### config.mk
export PLATFORM = sky130hd
export DESIGN_NAME = tdc_hostif
export DESIGN_NICKNAME = d
export VERILOG_FILES = /design/src/rtl/tdc_hostif_pkg.sv /design/src/rtl/tdc_hostif_fifo.sv /design/src/rtl/tdc_hostif.sv
export SDC_FILE = /design/constraint.sdc
export NUM_CORES = 1
export LEC_CHECK = 0
export BUFFER_PORTS_ARGS = -buffer_cell sky130_fd_sc_hd__buf_2
export CAP_MARGIN = 20
export CELL_PAD_IN_SITES_DETAIL_PLACEMENT = 0
export CELL_PAD_IN_SITES_GLOBAL_PLACEMENT = 2
export CORE_MARGIN = 4
export CORE_UTILIZATION = 46
export CTS_CLUSTER_SIZE = 28
export DETAILED_ROUTE_END_ITERATION = 8
export GPL_TIMING_DRIVEN = 1
export HOLD_SLACK_MARGIN = 0.06
export MAX_ROUTING_LAYER = met4
export PLACE_DENSITY = 0.78
export SLEW_MARGIN = 20
export SYNTH_ARGS = -nofsm -noshare
export SYNTH_HDL_FRONTEND = slang
export SYNTH_SLANG_ARGS = --single-unit
### constraint.sdc
create_clock -name sys_clk -period 5.86 [get_ports sys_clk]
set_input_delay 0.293 -clock sys_clk [delete_from_list [all_inputs] [get_ports sys_clk]]
set_output_delay 0.293 -clock sys_clk [all_outputs]
set_load 0.02 [all_outputs]
### src/rtl/tdc_hostif_pkg.sv
// tdc_hostif shared constants: register map, CTRL/STATUS bits, entry layout.
// Watermark constants exist only when TDC_HOSTIF_WATERMARK_EN is defined.
package tdc_hostif_pkg;

  localparam logic [2:0] REG_STATUS = 3'd0;
  localparam logic [2:0] REG_DATA   = 3'd1;
  localparam logic [2:0] REG_POP    = 3'd2;
  localparam logic [2:0] REG_CTRL   = 3'd3;
  localparam logic [2:0] REG_DROPS  = 3'd4;

  localparam int CTRL_EN     = 0;
  localparam int CTRL_IRQ_EN = 1;
  localparam int CTRL_FLUSH  = 2;
`ifdef TDC_HOSTIF_WATERMARK_EN
  localparam int CTRL_WM_LO  = 4;
  localparam int CTRL_WM_W   = 5;
`endif

  localparam int ST_NONEMPTY = 0;
  localparam int ST_OVF      = 1;
  localparam int ST_LEVEL_LO = 4;

  localparam int ENT_POL     = 31;
  localparam int ENT_CHAN_LO = 28;
  localparam int ENT_TS_W    = 28;

  localparam logic [15:0] DROPS_MAX = 16'hFFFF;

  function automatic logic [31:0] pack_entry(
    input logic                pol,
    input logic [2:0]          chan,
    input logic [ENT_TS_W-1:0] ts
  );
    logic [31:0] e;
    e = '0;
    e[ENT_POL] = pol;
    e[ENT_CHAN_LO +: 3] = chan;
    e[ENT_TS_W-1:0] = ts;
    return e;
  endfunction

endpackage

### src/rtl/tdc_hostif_fifo.sv
// Synchronous FIFO with flush; distributed RAM, asynchronous head read.
// Pop on empty is ignored; a push on full is accepted only alongside a pop.
module tdc_hostif_fifo #(
  parameter int width      = 32,
  parameter int depth_log2 = 4
) (
  input  logic                  clk,
  input  logic                  rst_n,
  input  logic                  push,
  input  logic                  pop,
  input  logic                  flush,
  input  logic [width-1:0]      din,
  output logic [width-1:0]      head,
  output logic [depth_log2:0]   level,
  output logic                  full,
  output logic                  empty
);

  logic [width-1:0]      mem [2**depth_log2];
  logic [depth_log2-1:0] wr_ptr;
  logic [depth_log2-1:0] rd_ptr;
  logic                  do_push;
  logic                  do_pop;

  assign empty   = (level == '0);
  assign full    = level[depth_log2];
  assign do_pop  = pop & ~empty;
  assign do_push = push & (~full | do_pop);
  assign head    = mem[rd_ptr];

  always_ff @(posedge clk) begin
    if (!rst_n || flush) begin
      wr_ptr <= '0;
      rd_ptr <= '0;
      level  <= '0;
    end else begin
      if (do_push)
        wr_ptr <= wr_ptr + 1'b1;
      if (do_pop)
        rd_ptr <= rd_ptr + 1'b1;
      level <= level
             + {{depth_log2{1'b0}}, do_push}
             - {{depth_log2{1'b0}}, do_pop};
    end
  end

  always_ff @(posedge clk) begin
    if (do_push && !flush)
      mem[wr_ptr] <= din;
  end

endmodule

### src/rtl/tdc_hostif.sv
// CSR slave buffering TDC events for the CPU; level irq while pending.
// Optional TDC_HOSTIF_WATERMARK_EN adds an irq level watermark in CTRL[8:4].
import tdc_hostif_pkg::*;

module tdc_hostif #(
  parameter logic [3:0] csr_addr   = 4'h2,
  parameter int         depth_log2 = 4
) (
  input  logic        sys_clk,
  input  logic        sys_rst_n,
  input  logic [13:0] csr_a,
  input  logic        csr_we,
  input  logic [31:0] csr_di,
  output logic [31:0] csr_do,
  input  logic        ev_stb,
  input  logic [2:0]  ev_chan,
  input  logic        ev_pol,
  input  logic [27:0] ev_ts,
  output logic        irq
);

  logic        sel;
  logic        wr;
  logic [2:0]  idx;
  logic        pop_wr;
  logic        ctrl_wr;
  logic        flush;
  logic        drops_clr;
  logic        push;
  logic        drop;
  logic        ctrl_en;
  logic        ctrl_irq_en;
  logic        ovf;
  logic [15:0] drops;
  logic [31:0] head;
  logic [31:0] rd_data;
  logic [31:0] lvl32;
  logic        irq_d;
  logic [depth_log2:0] level;
  logic        full;
  logic        empty;
  logic        unused_bits;

  assign sel       = (csr_a[13:10] == csr_addr);
  assign idx       = csr_a[2:0];
  assign wr        = csr_we & sel;
  assign pop_wr    = wr & (idx == REG_POP);
  assign ctrl_wr   = wr & (idx == REG_CTRL);
  assign flush     = ctrl_wr & csr_di[CTRL_FLUSH];
  assign drops_clr = wr & (idx == REG_DROPS);
  assign unused_bits = ^{csr_a[9:3], csr_di[31:3]};

  // Flush wins over a coincident event: it is neither stored nor counted.
  assign push = ev_stb & ctrl_en & ~flush;
  assign drop = push & full & ~pop_wr;

  tdc_hostif_fifo #(
    .width      (32),
    .depth_log2 (depth_log2)
  ) u_fifo (
    .clk   (sys_clk),
    .rst_n (sys_rst_n),
    .push  (push),
    .pop   (pop_wr),
    .flush (flush),
    .din   (pack_entry(ev_pol, ev_chan, ev_ts)),
    .head  (head),
    .level (level),
    .full  (full),
    .empty (empty)
  );

  always_ff @(posedge sys_clk) begin
    if (!sys_rst_n) begin
      ctrl_en     <= 1'b0;
      ctrl_irq_en <= 1'b0;
      ovf         <= 1'b0;
      drops       <= '0;
    end else begin
      if (ctrl_wr) begin
        ctrl_en     <= csr_di[CTRL_EN];
        ctrl_irq_en <= csr_di[CTRL_IRQ_EN];
      end
      if (flush)
        ovf <= 1'b0;
      else if (drop)
        ovf <= 1'b1;
      if (drops_clr)
        drops <= '0;
      else if (drop && drops != DROPS_MAX)
        drops <= drops + 16'd1;
    end
  end

  assign lvl32 = 32'(level);

`ifdef TDC_HOSTIF_WATERMARK_EN
  logic [CTRL_WM_W-1:0] wm;
  logic [31:0]          wm_eff;

  always_ff @(posedge sys_clk) begin
    if (!sys_rst_n)
      wm <= CTRL_WM_W'(1);
    else if (ctrl_wr)
      wm <= csr_di[CTRL_WM_LO +: CTRL_WM_W];
  end

  assign wm_eff = (wm == '0) ? 32'd1 : 32'(wm);
  assign irq_d  = ctrl_irq_en & (lvl32 >= wm_eff);
`else
  assign irq_d  = ctrl_irq_en & ~empty;
`endif

  always_comb begin
    rd_data = '0;
    unique case (idx)
      REG_STATUS: begin
        rd_data[ST_NONEMPTY] = ~empty;
        rd_data[ST_OVF]      = ovf;
        rd_data[ST_LEVEL_LO +: depth_log2+1] = level;
      end
      REG_DATA:   rd_data = empty ? '0 : head;
      REG_CTRL: begin
        rd_data[CTRL_EN]     = ctrl_en;
        rd_data[CTRL_IRQ_EN] = ctrl_irq_en;
`ifdef TDC_HOSTIF_WATERMARK_EN
        rd_data[CTRL_WM_LO +: CTRL_WM_W] = wm;
`endif
      end
      REG_DROPS:  rd_data[15:0] = drops;
      default:    rd_data = '0;
    endcase
  end

  always_ff @(posedge sys_clk) begin
    if (!sys_rst_n) begin
      csr_do <= '0;
      irq    <= 1'b0;
    end else begin
      csr_do <= sel ? rd_data : '0;
      irq    <= irq_d;
    end
  end

endmodule

==> results.txt <==
----------------------------------------------------
[Synth]
  Post-synth EDFFs ... 512
  Post-synthesis cell count ... 1097
  Netlist Area Pre-Place ... 22200 sq um
  Synth unique cells ... 54
  Async S/R FF share, synth ... 0
  Syn Nets ... 1192
  Cell type contributing the most total cell area after synthesis ... edfxtp_1
  Mean instance size in the synthesized netlist ... 20.2 sq um
  Most frequently used cell type in the post-synthesis netlist ... edfxtp_1
  Synth top cells by count ... edfxtp_1 (512), mux4_2 (128), dfxtp_1 (69)
  Sequential share of the synthesized area ... 0.754
  Number of flip-flops and latches in the synthesized netlist ... 581
  Most used flip-flop cell after synthesis ... edfxtp_1
  Share of the synthesized area in the top cell type ... 0.692
  Warning count from the yosys run ... 0
  Biggest area contributors in the synthesized netlist ... edfxtp_1 (69%), mux4_2 (13%), dfxtp_1 (6.2%), mux2i_1 (1.3%), a211oi_1 (1.3%)

[STA]
  Transition time of the tightest slew-check pin ... 1090 ps
  Worst Hold Slack ... 85.9 ps
  # setup viols final ... 0
  Final worst path period need ... 2820 ps
  Slew Viols, Final ... 0
  Summed negative setup slack over all endpoints ... 0 ps
  Final cycle utilization of the critical path ... 0.481
  Fmax ... 355 MHz
  Final hold violation count ... 0
  Post-route clock skew ... 17.6 ps
  Headroom to the max-slew limit ... 0.273
  Setup repair after global routing missed its margin ... no

[Drt]
  Routed wire length ... 45.9 mm
  Antenna violation net count after detailed routing ... 0
  Vias per cell ... 5.65
  First-pass iteration count of the detailed router ... 5
  DRC violation count after routing ... 0
  1st-iter DRT viols ... 1035
  WL per Instance ... 24.2 um
  Number of vias in the routed layout ... 10700

[Placed design]
  Cell Area, Placed ... 23400 sq um
  Number of input and output port buffers inserted ... 78
  Post-DP HPWL ... 24.5 mm
  Count of placed standard cells including taps ... 1755
  Routability congestion estimate ... 0.744

[Clock tree]
  Setup fix buffers added after clock tree synthesis ... 0
  CTS-repair resized insts ... 0
  Bufs on Longest Clock Path ... 3
  Clock buffer count from CTS ... 57
  Cell at the root of the clock tree ... clkbuf_16
  Post-CTS Hold Buffers ... 36
  CTS clk-pin slew, worst paths ... 60 ps
  CTS tree ... done
  Later-pin clock latency in the skew report ... 610 ps
  Clock sinks ... 581
  Htree depth ... 2

[Cells and area]
  Area delta synth->final ... 15.2%
  Final cell area excluding filler cells ... 25600 sq um
  Ratio of cells with drive above 1 in the final layout ... 0.264
  Non-filler cells in the finished layout ... 1901
  Fin nets ... 1331

[Critical path]
  Critical Path Sink Type ... flop
  Highest net fanout along the worst path ... 5
  Crit Path Class ... flop to flop
  Data required time at the worst endpoint ... 6390 ps
  Arrival time of the worst setup path ... 3350 ps
  Worst setup SP type ... flop

[Die]
  Die height ... 228 um
  Num rows ... 80
  Core Area ... 47700 sq um
  Starting density of the core ... 0.465
  Width of the die ... 228 um
  Die Outline Area ... 51900 sq um
  # IOs ... 115

[Flow run]
  Count of max-cap constraint violations ... 0

[Global route]
  Total gr overflow ... 0
  Wire length of the first global-routing pass ... 70.5 mm
  Largest net degree at the start of global routing ... 91
  Overall global routing resource usage ... 0.183
  Vias in the first global route ... 11200
  Antenna violations before repair ... 2

[Min path]
  Hold crit path type ... primary input to flop

[Outcome]
  Outcome ... completed

[Power and ir drop]
  Static leakage power ... 0.00814 uW
  Pwr dens ... 319 nW/um^2
  Largest vdd supply drop ... 0.269 mV

----------------------------------------------------
critical path: stages, from the launching register on:
cell	delay (ps)
dfxtp_1	340
inv_1	90
ha_1	140
nor4b_2	510
nor4_4	120
ha_1	300
inv_1	40
ha_1	180
inv_1	80
fa_1	200
inv_1	50
a21oi_1	150
nor2_1	70
or3_1	340
a21oi_1	140
stage by stage:
| stage | setup slack [ps] | utilization | total power (uW) |
|---|---|---|---|
| floorplan | 1720 | - | 4600 |
| global placement | 2500 | 0.489 | 4650 |
| detailed placement | 2450 | 0.489 | 4660 |
| CTS | 2990 | 0.535 | 8230 |
| global route | 2860 | 0.536 | 8420 |
| finish | 3040 | 0.536 | 8150 |
state kept, by name, indices dropped and copies added, names as in the netlist, named ones only:
| register | cells |
|---|---|
| u_fifo.rd_ptr | 4 |
| ovf | 1 |
| csr_do | 32 |
| ctrl_en | 1 |
| drops | 16 |
| ctrl_irq_en | 1 |
| u_fifo.wr_ptr | 4 |
| u_fifo.mem | 512 |
| irq | 1 |
| u_fifo.level | 5 |
layout make-up:
type,instances,area (sq um)
Sequential cell,581,16800
Timing Repair Buffer,137,948
Clock buffer,92,1690
Multi-Input combinational cell,442,5190
Clock inverter,15,153
Inverter,17,63.8
Antenna cell,2,5.00
Tap cell,615,769
Fill cell,3714,22200
per-layer routing:
layer / GRT usage / up-vias / share of wire
met1: 0.263 / 5599 / 0.45
met3: 0.0337 / 71 / 0.056
met5: - / - / 0
li1: - / 4788 / -
met4: 0.0381 / 0 / 0.017
met2: 0.278 / 274 / 0.47
placed cells by master, fill, tap and decap left out, types with 12 or more instances in the layout:
cell	instances
a211oi_1	38
a21oi_1	14
a22oi_1	18
buf_2	78
buf_4	21
clkbuf_1	23
clkbuf_16	58
dfxtp_1	65
dlygate4sd3_1	36
edfxtp_1	512
ha_1	12
inv_1	17
mux2i_1	29
mux4_2	128
nand2_1	14
nor2_1	46
nor2b_1	22
xnor2_1	12
power breakdown:
group          switching, uW  internal, uW  total [uW]
sequential             0.103          4500        4500
clock                   1510          2060        3570
combinational           62.3          29.9        92.1
total                   1570          6580        8150
path summary, 6_finish.rpt:
check | start | to | slack [ps] | depth (start not counted)
setup / recovery | u_fifo.level[2] | u_fifo.level[4] | 3040 | 14
hold reg to reg | ovf | ovf | 470 | 2
hold / removal | ev_chan[2] | u_fifo.mem[0][30] | 90 | 1
setup reg to reg | u_fifo.level[2] | u_fifo.level[4] | 3040 | 14
kinds of logic after synthesis:
| group | share of synthesized area |
|---|---|
| xor+xnor | 0.00710 |
| compound gates | 0.0398 |
| flops | 0.754 |
| simple gates | 0.0331 |
| fa+ha+maj | 0.00766 |
| buf+inv | 0.0140 |
| mux | 0.144 |
(Power assumes the default switching activity.)
